## config.mk

```make
export PLATFORM = sky130hd
export DESIGN_NAME = pol_coeff_packer
export DESIGN_NICKNAME = d
export VERILOG_FILES = /design/src/rtl/pol_coeff_packer.sv
export SDC_FILE = /design/constraint.sdc
export NUM_CORES = 1
export LEC_CHECK = 0
export BUFFER_PORTS_ARGS = -buffer_cell sky130_fd_sc_hd__buf_2
export CAP_MARGIN = 40
export CORE_AREA = 5 5 129 131
export DETAILED_ROUTE_END_ITERATION = 6
export DIE_AREA = 0 0 134 136
export PLACE_DENSITY = 0.75
export SYNTH_ARGS = -nofsm -noshare
export SYNTH_HDL_FRONTEND = slang
export SYNTH_SLANG_ARGS = --single-unit
```

## constraint.sdc

```tcl
create_clock -name clk -period 2.5 [get_ports clk]
set_clock_uncertainty 0.1 [all_clocks]
set_input_delay 0.5 -clock clk [delete_from_list [all_inputs] [get_ports clk]]
set_output_delay 0.5 -clock clk [all_outputs]
set_load 0.01 [all_outputs]
```

## src/rtl/pol_coeff_packer.sv

```systemverilog
// ============================================================================
// Module   : pol_coeff_packer
// Purpose  : Streaming packer that accepts COEFF_W-bit polynomial
//            coefficients one per cycle and writes them as little-endian
//            packed 64-bit words into the polynomial BRAM. With the default
//            parameters, 256 x 13-bit coefficients make 3328 bits, which is
//            52 words at relative addresses 0..51.
// Revision : 1.0 - initial release
// ----------------------------------------------------------------------------
// Ports:
//   clk          in   1        clock, rising edge
//   rst_n        in   1        synchronous active-low reset
//   start        in   1        one-cycle pulse, begins one polynomial
//   coeff_in     in   COEFF_W  coefficient data
//   coeff_valid  in   1        coeff_in valid this cycle
//   coeff_ready  out  1        block accepts a coefficient this cycle
//   wr_en        out  1        BRAM write strobe
//   wr_addr      out  7        relative word address
//   wr_data      out  64       packed word
//   done         out  1        one-cycle pulse with the final word write
//   checksum     out  64       running XOR of the words written
//
// Build option:
//   PACK_CHECKSUM_EN  When defined, a checksum register is built and
//                     accumulates the XOR of every word written. It is
//                     cleared on start. When undefined, checksum is tied to 0.
// ============================================================================
`timescale 1ns/1ps
`default_nettype none

module pol_coeff_packer #(
  parameter int COEFF_W = 13,
  parameter int N_COEFF = 256,
  parameter int N_WORD  = 52
) (
  input  logic               clk,
  input  logic               rst_n,
  input  logic               start,
  input  logic [COEFF_W-1:0] coeff_in,
  input  logic               coeff_valid,
  output logic               coeff_ready,
  output logic               wr_en,
  output logic [6:0]         wr_addr,
  output logic [63:0]        wr_data,
  output logic               done,
  output logic [63:0]        checksum
);

  // The accumulator must hold a nearly full word (fill up to 63) plus one
  // more coefficient.
  localparam int ACC_W  = 64 + COEFF_W - 1;
  localparam int CNT_W  = $clog2(N_COEFF);
  localparam int FILL_W = 6;
  localparam int SUM_W  = 7;

  typedef enum logic [0:0] {
    IDLE = 1'b0,
    PACK = 1'b1
  } state_t;

  state_t             state;
  logic [CNT_W-1:0]   coeff_cnt;
  logic [6:0]         word_cnt;
  logic [ACC_W-1:0]   acc;
  logic [FILL_W-1:0]  fill;

  logic               accept;
  logic [ACC_W-1:0]   merged;
  logic [SUM_W-1:0]   fill_sum;
  logic               word_full;
  logic               last_coeff;
  logic               last_word;

  // coeff_ready is a registered copy of (state == PACK).
  assign accept     = coeff_valid && coeff_ready;
  assign merged     = acc | (ACC_W'(coeff_in) << fill);
  assign fill_sum   = SUM_W'(fill) + SUM_W'(COEFF_W);
  // fill_sum never exceeds 63 + COEFF_W < 128, so bit 6 alone says
  // "a full word is available", and the low 6 bits are already the
  // post-emission fill (subtracting 64 only clears bit 6).
  assign word_full  = fill_sum[6];
  assign last_coeff = (coeff_cnt == CNT_W'(N_COEFF - 1));
  assign last_word  = (word_cnt == 7'(N_WORD - 1));

  always_ff @(posedge clk) begin
    if (!rst_n) begin
      state       <= IDLE;
      coeff_ready <= 1'b0;
      coeff_cnt   <= '0;
      word_cnt    <= '0;
      acc         <= '0;
      fill        <= '0;
      wr_en       <= 1'b0;
      wr_addr     <= '0;
      wr_data     <= '0;
      done        <= 1'b0;
    end else begin
      // Strobes are single-cycle unless re-asserted below.
      wr_en <= 1'b0;
      done  <= 1'b0;

      case (state)
        IDLE: begin
          if (start) begin
            state       <= PACK;
            coeff_ready <= 1'b1;
            coeff_cnt   <= '0;
            word_cnt    <= '0;
            acc         <= '0;
            fill        <= '0;
          end
        end

        PACK: begin
          // start is deliberately ignored here; only accepted
          // coefficients move the datapath.
          if (accept) begin
            coeff_cnt <= coeff_cnt + CNT_W'(1);
            fill      <= fill_sum[FILL_W-1:0];

            if (word_full) begin
              acc      <= merged >> 64;
              wr_en    <= 1'b1;
              wr_addr  <= word_cnt;
              wr_data  <= merged[63:0];
              done     <= last_word;
              word_cnt <= word_cnt + 7'd1;
            end else begin
              acc <= merged;
            end

            if (last_coeff) begin
              state       <= IDLE;
              coeff_ready <= 1'b0;
            end
          end
        end

        default: begin
          state       <= IDLE;
          coeff_ready <= 1'b0;
        end
      endcase
    end
  end

`ifdef PACK_CHECKSUM_EN
  logic [63:0] csum;

  // Updated on the same edge that launches each word, so the value seen
  // alongside the final wr_en/done already includes the last word.
  always_ff @(posedge clk) begin
    if (!rst_n) begin
      csum <= '0;
    end else if (state == IDLE && start) begin
      csum <= '0;
    end else if (state == PACK && accept && word_full) begin
      csum <= csum ^ merged[63:0];
    end
  end

  assign checksum = csum;
`else
  assign checksum = '0;
`endif

endmodule

`default_nettype wire

```

==> results of run 1 <==
-- cells by family after synthesis --
family	Yosys count
other	1
and+or+nand+nor	360
DFF	172
adders and majority gates	3
muxes	38
xor gates and xnor gates	9
buffers and inverters	140
AOI/OAI and AO/OA	263
-- worst min-delay path, stage by stage --
cell	delay (ps)
buf_2	100
nor2_1	40
nor2_1	70
-- worst paths after layout --
path | startpoint | end | slack (ps) | cells past startpoint
min | start | state | 210 | 3
min reg2reg | wr_data[29] | wr_data[29] | 350 | 2
max | fill[0] | wr_data[57] | 120 | 6
max reg2reg | fill[0] | wr_data[57] | 120 | 6
-- synth_stat cells, types with 6 or more instances --
master and n:
nor2b_1 7, nor2_1 84, mux2_2 6, o21ai_1 10, o31a_1 7, nand3_1 27
dfxtp_1 172, mux2i_1 23, and2_1 13, o21ai_0 44, a21oi_1 104, nor4_1 6
clkbuf_1 28, buf_2 27, buf_4 68, nor3_1 19, a211oi_1 14, o22ai_1 14
buf_6 6, inv_1 7, nand2b_1 8, nand2_1 162
-- state kept, by name, indices dropped and copies added (netlist names) --
name,flops
acc,76
wr_data,64
coeff_cnt,8
word_cnt,7
wr_addr,7
fill,6
coeff_ready,1
done,1
state,1
wr_en,1
-- layout make-up --
type	instances	area, um^2
flip-flops and latches	172	3443
well taps	192	240.2
repair buffers	149	934.6
inverters	9	33.78
multi-input cells	737	4158
fillers	1404	6066
clock inverters	13	163.9
clock buffers	19	442.9
-- power groups by stage --
| stage | Combinational (mW) | Sequential, mW | Clock, mW |
|---|---|---|---|
| 6_report | 0.404 | 2.76 | 2.73 |
| 5_1_grt | 0.430 | 2.76 | 2.87 |
| 4_1_cts | 0.390 | 2.76 | 2.75 |
| 3_5_place_dp | 0.388 | 2.82 | 0 |
| 3_3_place_gp | 0.388 | 2.82 | 0 |
| 2_1_floorplan | 0.327 | 2.81 | 0 |
-- timing repair --
action / in CTS / in global routing
hold buffers: 0 / 0
resized for setup: 0 / 1
setup endpoints to repair: 0 / 1
-- metrics by stage --
step	utilization [%]	std cells	total power, mW	cell area (um^2)	setup slack, ps
floorplan	-	1049	3.141	8448	563.7
global placement	56.88	1259	3.206	8806	115.7
detailed placement	56.88	1259	3.207	8806	117.6
CTS	60.80	1291	5.897	9413	134.2
global route	60.82	1291	6.058	9417	38.82
finish	60.82	1291	5.890	9417	120.0
-- layer usage --
metal	part of all wire, %	wire [um]	track usage, %	vias up
met3	8.1	1875	5.996	71
li1	-	-	-	3524
met2	45	10530	39.75	359
met5	0	0	0	-
met4	3.6	830	9.943	0
met1	43	9936	33.26	3402
==> flow_summary.json, run 1 <==
{
  "dpl.hpwl_mm": 16.78,
  "clockBufferDepth": 2,
  "wl_per_cell_um": 17.95,
  "num_rows": 46,
  "power_leakage_nw": 3.749,
  "syn_avg_cell_area_um2": 8.328,
  "cts_htree_levels": 4,
  "cts_made_buffers": 17,
  "synth_compound_area_share_pct": 20.46,
  "die_y_um": 136,
  "ys_seq_area_share_pct": 41.93,
  "synth_mux_area_share_pct": 5.790,
  "path_cells": "buf_4 -> mux2i_1 -> nor2_1 -> a211oi_2 -> nor3b_1 -> a21oi_1",
  "synth.largest_area_cell": "dfxtp_1",
  "ir_drop_mv": 0.6426,
  "maxSlewViolCount": 0,
  "crit_slowest_cell": "mux2i_1",
  "grt_first_pass_wirelength_mm": 36.19,
  "cts_sinks": 172,
  "cts_root_buffer": "clkbuf_16",
  "diodes": 0,
  "max_freq_mhz": 420.2,
  "hold_path.class": "input port to flip-flop",
  "vias": 7356,
  "core_area_mm2": 0.01548,
  "critical_path_class": "flip-flop to flip-flop",
  "powerDensity_mw_per_mm2": 625.5,
  "final_common_cell": "dfxtp_1",
  "synthAdderAreaFrac_pct": 0.4571,
  "route.detailed.drc": 0,
  "ios": 155,
  "holdWs_ps": 207.0,
  "arrival_ps": 2580,
  "tightest_slew_ps": 933.7,
  "min_period_ps": 2380,
  "combPwrFrac_pct": 6.9,
  "io_buffer_count": 90,
  "final_layout_size_suffix_gt1_share_pct": 20.20,
  "ys_seq_elements": 172,
  "synthCells": 986,
  "internal-power_mw": 4.473,
  "synth_top_area_share_pct": 41.93,
  "period_share_pct": 95.20,
  "dieArea_mm2": 0.01822,
  "seq_power_share_pct": 46.8,
  "synth_warnings": 0,
  "synth_area_leaders": "dfxtp_1 42%, nand2_1 7.4%, a21oi_1 6.3%",
  "cts_setup_buffers": 0,
  "final_hold_viol_count": 0,
  "critPathRequiredTime_ps": 2700,
  "max_stage_delay_ps": 470,
  "synth_top_family_by_area": "compound AO/OA/AOI/OAI gates",
  "antenna_left": 0,
  "insertion_delay_ps": 430,
  "track_usage_pct": 25.12,
  "dr.first_iter.drc_count": 766,
  "grt_pass1_vias": 6725,
  "drt_first_pass_iters": 5,
  "finalSetupViolCount": 0,
  "cts_tree": "done",
  "p_clk_share_pct": 46.3,
  "antenna_found_initial": 0,
  "status": "complete, no violations",
  "p_sw_share_pct": 24.07,
  "p_sw_mw": 1.418,
  "syn_area_mm2": 0.008212,
  "synth_cell_type_count": 79,
  "initial_core_util_pct": 53.04,
  "die_width_um": 134,
  "clk_pin_slew_ps": 60,
  "vias_per_cell": 5.698,
  "synthXorXnorAreaFrac_pct": 0.9599,
  "area_growth_pct": 14.67,
  "synth-main-ff-cell": "dfxtp_1",
  "yosys.area_share.simple_pct": 19.88,
  "grt-ovfl-total": 0,
  "timing.critical_path.buf_inv": 1,
  "finalWirelength_mm": 23.17,
  "end_kind": "flip-flop",
  "ys_async_sr_fraction_pct": 0,
  "drv_cap": 0,
  "cp_top_family": "simple AND/OR/NAND/NOR gates",
  "final_nets": 1106,
  "start_kind": "flip-flop",
  "slew_headroom_pct": 37.22,
  "grt_max_degree": 58,
  "rsz0062_at_grt": "false",
  "finalSetupTns_ps": 0,
  "layout_common_cells": "172 x dfxtp_1, 161 x nand2_1, 104 x a21oi_1",
  "place.gp.congestion": 1.014,
  "worst-path-max-fanout": 8,
  "synth_edf_count": 0
}
Note: power is estimated with default switching activity, not from simulation.
==> run 2: changes to the inputs <==
CORE_AREA = 8 8 149 151   (was 5 5 129 131)
DIE_AREA = 0 0 157 159   (was 0 0 134 136)
MAX_ROUTING_LAYER = met4   (was not set)
PLACE_DENSITY = 0.6   (was 0.75)
==> run 2 against run 1 <==
Worst setup slack got worse by 12 ps. Die area grew 37%. Core utilization down 13 points. Clock power about the same. Hold slack better by 14 ps. Clock-buffer cell count grew 2. Via count fell by 2.0%. Sequential share of layout area down 0.38 points. Largest cell class unchanged. Combinational power grew 5.0%. Sequential cell count did not move. Register-to-register slack is essentially flat.
==> flow_summary.json, run 2 (synthesis results as in run 1) <==
{
  "timing.hold.worst_endpoint": "state",
  "hp-start": "start",
  "cts_root_buffer": "clkbuf_16",
  "registers.top_by_ff_count": "acc",
  "ff2ff_path_depth": 6,
  "min_period_ps": 2392,
  "clk_pin_slew_ps": 60,
  "io_buffer_count": 90,
  "track_usage_pct": 19.87,
  "crit-reg2reg-capture": "acc[33]",
  "die_width_um": 157,
  "vias": 7207,
  "dpl.hpwl_mm": 17.65,
  "seq_power_share_pct": 46.8,
  "grt_max_degree": 85,
  "final_common_cell": "dfxtp_1",
  "core_area_mm2": 0.01984,
  "combPwrFrac_pct": 7.2,
  "finalWirelength_mm": 24.37,
  "cp_top_family": "compound AO/OA/AOI/OAI gates",
  "final_layout_size_suffix_gt1_share_pct": 19.60,
  "finalSetupTns_ps": 0,
  "final_hold_viol_count": 0,
  "place.gp.congestion": 0.9114,
  "antenna_found_initial": 0,
  "clockBufferDepth": 2,
  "end_kind": "flip-flop",
  "cts_htree_levels": 4,
  "drt_first_pass_iters": 5,
  "largest_reg_flops": 76,
  "period_share_pct": 95.69,
  "num_rows": 52,
  "cts_made_buffers": 17,
  "tightest_slew_ps": 718.1,
  "route.detailed.drc": 0,
  "timing.critical_path.buf_inv": 1,
  "ir_drop_mv": 0.3981,
  "dieArea_mm2": 0.02496,
  "path_common_cell": "mux2i_2",
  "max_stage_delay_ps": 590,
  "initial_core_util_pct": 41.38,
  "antenna_left": 0,
  "final_nets": 1101,
  "cts_tree": "done",
  "cts_setup_buffers": 0,
  "grt_pass1_vias": 6813,
  "finalSetupViolCount": 0,
  "area_growth_pct": 15.88,
  "reg2reg_setup_slack_ps": 110,
  "insertion_delay_ps": 420,
  "wl_per_cell_um": 17.90,
  "status": "complete, no violations",
  "max_freq_mhz": 418.0,
  "cts_hold_buf": 0,
  "ios": 155,
  "grt_first_pass_wirelength_mm": 38.36,
  "p_sw_share_pct": 23.68,
  "dr.first_iter.drc_count": 592,
  "fin_area_mm2": 0.009515,
  "worstHoldPathCells": 3,
  "critical_path_class": "flip-flop to flip-flop",
  "top_regs": "acc: 76 flops, wr_data: 64 flops, coeff_cnt: 8 flops",
  "rsz0062_at_grt": "false",
  "layout_common_cells": "172 x dfxtp_1, 161 x nand2_1, 104 x a21oi_1",
  "maxSlewViolCount": 0,
  "die_y_um": 159,
  "crit_slowest_cell": "a311oi_1",
  "cts_sinks": 172,
  "timing.rr.start": "fill[1]",
  "p_clk_share_pct": 46.0,
  "slew_headroom_pct": 52.03,
  "vias_per_cell": 5.291,
  "hold_path.class": "input port to flip-flop",
  "powerDensity_mw_per_mm2": 619.2,
  "placed_area_mm2": 0.008909,
  "internal-power_mw": 4.497,
  "holdWs_ps": 220.9,
  "diodes": 0,
  "start_kind": "flip-flop",
  "grt-ovfl-total": 0,
  "post_cts_resized": 0,
  "worst-path-max-fanout": 31,
  "path_cells": "buf_12 -> mux2i_2 -> mux2i_2 -> nor3b_1 -> a311oi_1 -> a21oi_1",
  "fin_cells": 1362,
  "power_leakage_nw": 3.723,
  "critPathRequiredTime_ps": 2670,
  "dpl.cell_count": 1331,
  "drv_cap": 0,
  "setup_ws_ps": 107.7,
  "p_sw_mw": 1.395,
  "place_ws_ps": 140.1,
  "arrival_ps": 2560
}
[run 2: cell count changes in the layout (fill, tap and decap cells not counted), sizes merged]
cell    previous run  this run
buf              149       144
clkbuf            19        21
clkinv             7         5
inv               11         9
[run 2: tightest hold or removal path: cells and delay by family]
family,cells,cell delay [ps]
buf+inv,1,100
simple gates,2,110
[run 2: worst max-delay path by stage]
| stage | startpoint | end | cells past startpoint |
|---|---|---|---|
| 2_1_floorplan | coeff_in[9] | acc[19] | 5 |
| 3_3_place_gp | coeff_in[0] | acc[12] | 6 |
| 3_5_place_dp | coeff_in[0] | acc[44] | 6 |
| 4_1_cts | fill[2] | acc[28] | 5 |
| 5_1_grt | fill[1] | acc[33] | 6 |
| 6_report | fill[1] | acc[33] | 6 |
[run 2: power groups by stage]
stage	Sequential, mW	Clock [mW]	Combinational, mW
floorplan	2.81	0	0.327
global placement	2.82	0	0.412
detailed placement	2.82	0	0.409
CTS	2.76	2.75	0.411
global route	2.76	2.87	0.452
finish	2.76	2.71	0.424
[run 2: final cells by class]
| class | count | area, um^2 |
|---|---|---|
| multi-input combinational | 737 | 4158 |
| inverter | 9 | 33.78 |
| clock buffer | 21 | 460.4 |
| tap | 270 | 337.8 |
| fill | 2005 | 10330 |
| clock inverter | 9 | 137.6 |
| timing repair buffer | 144 | 944.7 |
| sequential | 172 | 3443 |
[run 2: metal layers]
layer | vias up | global-route usage (%) | wire length [um]
met5 | - | - | 0
met4 | 0 | 7.299 | 609
met3 | 43 | 4.072 | 1747
met2 | 256 | 28.34 | 10490
met1 | 3395 | 27.16 | 11530
li1 | 3513 | - | -
[run 2: stage by stage]
| step | utilization [%] | power (mW) |
|---|---|---|
| 6_report | 47.95 | 5.892 |
| 3_5_place_dp | 44.89 | 3.228 |
| 4_1_cts | 47.91 | 5.918 |
| 5_1_grt | 47.95 | 6.080 |
| 3_3_place_gp | 44.89 | 3.231 |
| 2_1_floorplan | - | 3.141 |
==> run 3: changes to the inputs <==
CTS_BUF_LIST = sky130_fd_sc_hd__clkbuf_2 sky130_fd_sc_hd__clkbuf_4 sky130_fd_sc_hd__clkbuf_8   (was not set)
==> run 3 against run 2 <==
Maximum frequency increased by 2.2%. First-iteration DRC count is 11% higher. Sequential cell count unchanged. Via count decreased by 0.14%. Final area decreased by 1.9%. Final cell count is the same. Worst setup slack improved by 51 ps. Largest power group unchanged.
==> flow_summary.json, run 3 (synthesis results as in run 1) <==
{
  "rsz0062_at_grt": "false",
  "route.detailed.drc": 0,
  "cts_sinks": 172,
  "power_leakage_nw": 3.643,
  "fin_area_mm2": 0.009331,
  "grt_pass1_vias": 6724,
  "finalWirelength_mm": 24.36,
  "timing.hold.worst_endpoint": "state",
  "hold_path.class": "input port to flip-flop",
  "grt-ovfl-total": 0,
  "top_regs": "acc: 76 flops, wr_data: 64 flops, coeff_cnt: 8 flops",
  "powerDensity_mw_per_mm2": 561.6,
  "ir_drop_mv": 0.2843,
  "slew_headroom_pct": 52.02,
  "tightest_slew_ps": 718.3,
  "clockBufferDepth": 2,
  "critPathRequiredTime_ps": 2720,
  "ff2ff_path_depth": 6,
  "end_kind": "flip-flop",
  "die_width_um": 157,
  "place.gp.congestion": 0.9114,
  "min_period_ps": 2341,
  "cts_made_buffers": 17,
  "cts_hold_buf": 0,
  "final_nets": 1101,
  "dieArea_mm2": 0.02496,
  "drv_cap": 0,
  "cts_setup_buffers": 0,
  "max_freq_mhz": 427.1,
  "finalSetupTns_ps": 0,
  "critical_path_class": "flip-flop to flip-flop",
  "largest_reg_flops": 76,
  "antenna_found_initial": 0,
  "worst-path-max-fanout": 31,
  "diodes": 0,
  "layout_common_cells": "172 x dfxtp_1, 161 x nand2_1, 104 x a21oi_1",
  "antenna_left": 0,
  "track_usage_pct": 19.90,
  "insertion_delay_ps": 460,
  "post_cts_resized": 0,
  "vias_per_cell": 5.284,
  "final_hold_viol_count": 0,
  "clk_pin_slew_ps": 90,
  "cts_root_buffer": "clkbuf_8",
  "ios": 155,
  "worstHoldPathCells": 3,
  "vias": 7197,
  "utilization_pct": 47.02,
  "core_area_mm2": 0.01984,
  "finalSetupViolCount": 0,
  "hp-start": "start",
  "grt_first_pass_wirelength_mm": 38.36,
  "cts_htree_levels": 4,
  "reg2reg_setup_slack_ps": 160,
  "maxSlewViolCount": 0,
  "final_layout_size_suffix_gt1_share_pct": 19.78,
  "period_share_pct": 93.66,
  "crit-reg2reg-capture": "acc[33]",
  "io_buffer_count": 90,
  "area_growth_pct": 13.64,
  "grt_max_degree": 85,
  "start_kind": "flip-flop",
  "timing.rr.start": "fill[1]",
  "initial_core_util_pct": 41.38,
  "dr.first_iter.drc_count": 655,
  "placed_area_mm2": 0.008909,
  "drt_first_pass_iters": 5,
  "num_rows": 52,
  "cts_tree": "done",
  "final_common_cell": "dfxtp_1",
  "fillers": 2032,
  "status": "complete, no violations",
  "registers.top_by_ff_count": "acc",
  "arrival_ps": 2560,
  "wl_per_cell_um": 17.89,
  "die_y_um": 159,
  "dpl.hpwl_mm": 17.65
}
-- run 3: worst max path at each step --
stage	start	endpoint	slack [ps]	depth (start not counted)
CTS	fill[2]	acc[28]	150	5
floorplan	coeff_in[9]	acc[19]	560	5
finish	fill[1]	acc[33]	160	6
global placement	coeff_in[0]	acc[12]	180	6
detailed placement	coeff_in[0]	acc[44]	140	6
global route	fill[1]	acc[33]	50	6
-- run 3: metal layers --
metal | vias up | global-route usage [%] | share of wire, %
li1 | 3507 | - | -
met3 | 29 | 4.126 | 7.8
met4 | 0 | 5.944 | 1.6
met1 | 3373 | 27.38 | 47
met5 | - | - | 0
met2 | 288 | 28.74 | 44
-- run 3: report_power, final --
group          internal (mW)  leakage [nW]  switching [mW]
logic                  0.128          2.05           0.295
registers               2.74          1.39         0.00950
clock network           1.06         0.209            1.00
-- run 3: worst max-delay path: stages, from the launching register on --
cell      delay [ps]
dfxtp_1          360
buf_12           210
mux2i_2          430
mux2i_2          210
nor3b_1          190
a311oi_1         550
a21oi_1          140
-- run 3: through the flow --
stage	hold slack (ps)	setup slack, ps	total power [mW]	instances
after floorplan	324.2	563.7	3.141	1049
after global placement	337.0	176.5	3.231	1331
after detailed placement	341.7	140.1	3.228	1331
after CTS	161.7	151.9	5.275	1361
after global routing	187.6	50.19	5.423	1362
final	184.6	158.6	5.241	1362
-- run 3: final cells by class --
cell class | count | area, um^2 | share of cell area, %
Multi-Input combinational cell | 737 | 4158 | 44.56
Sequential cell | 172 | 3443 | 36.90
Timing Repair Buffer | 144 | 944.7 | 10.12
Tap cell | 270 | 337.8 | 3.620
Clock buffer | 21 | 276.5 | 2.963
Clock inverter | 9 | 137.6 | 1.475
Inverter | 9 | 33.78 | 0.3620
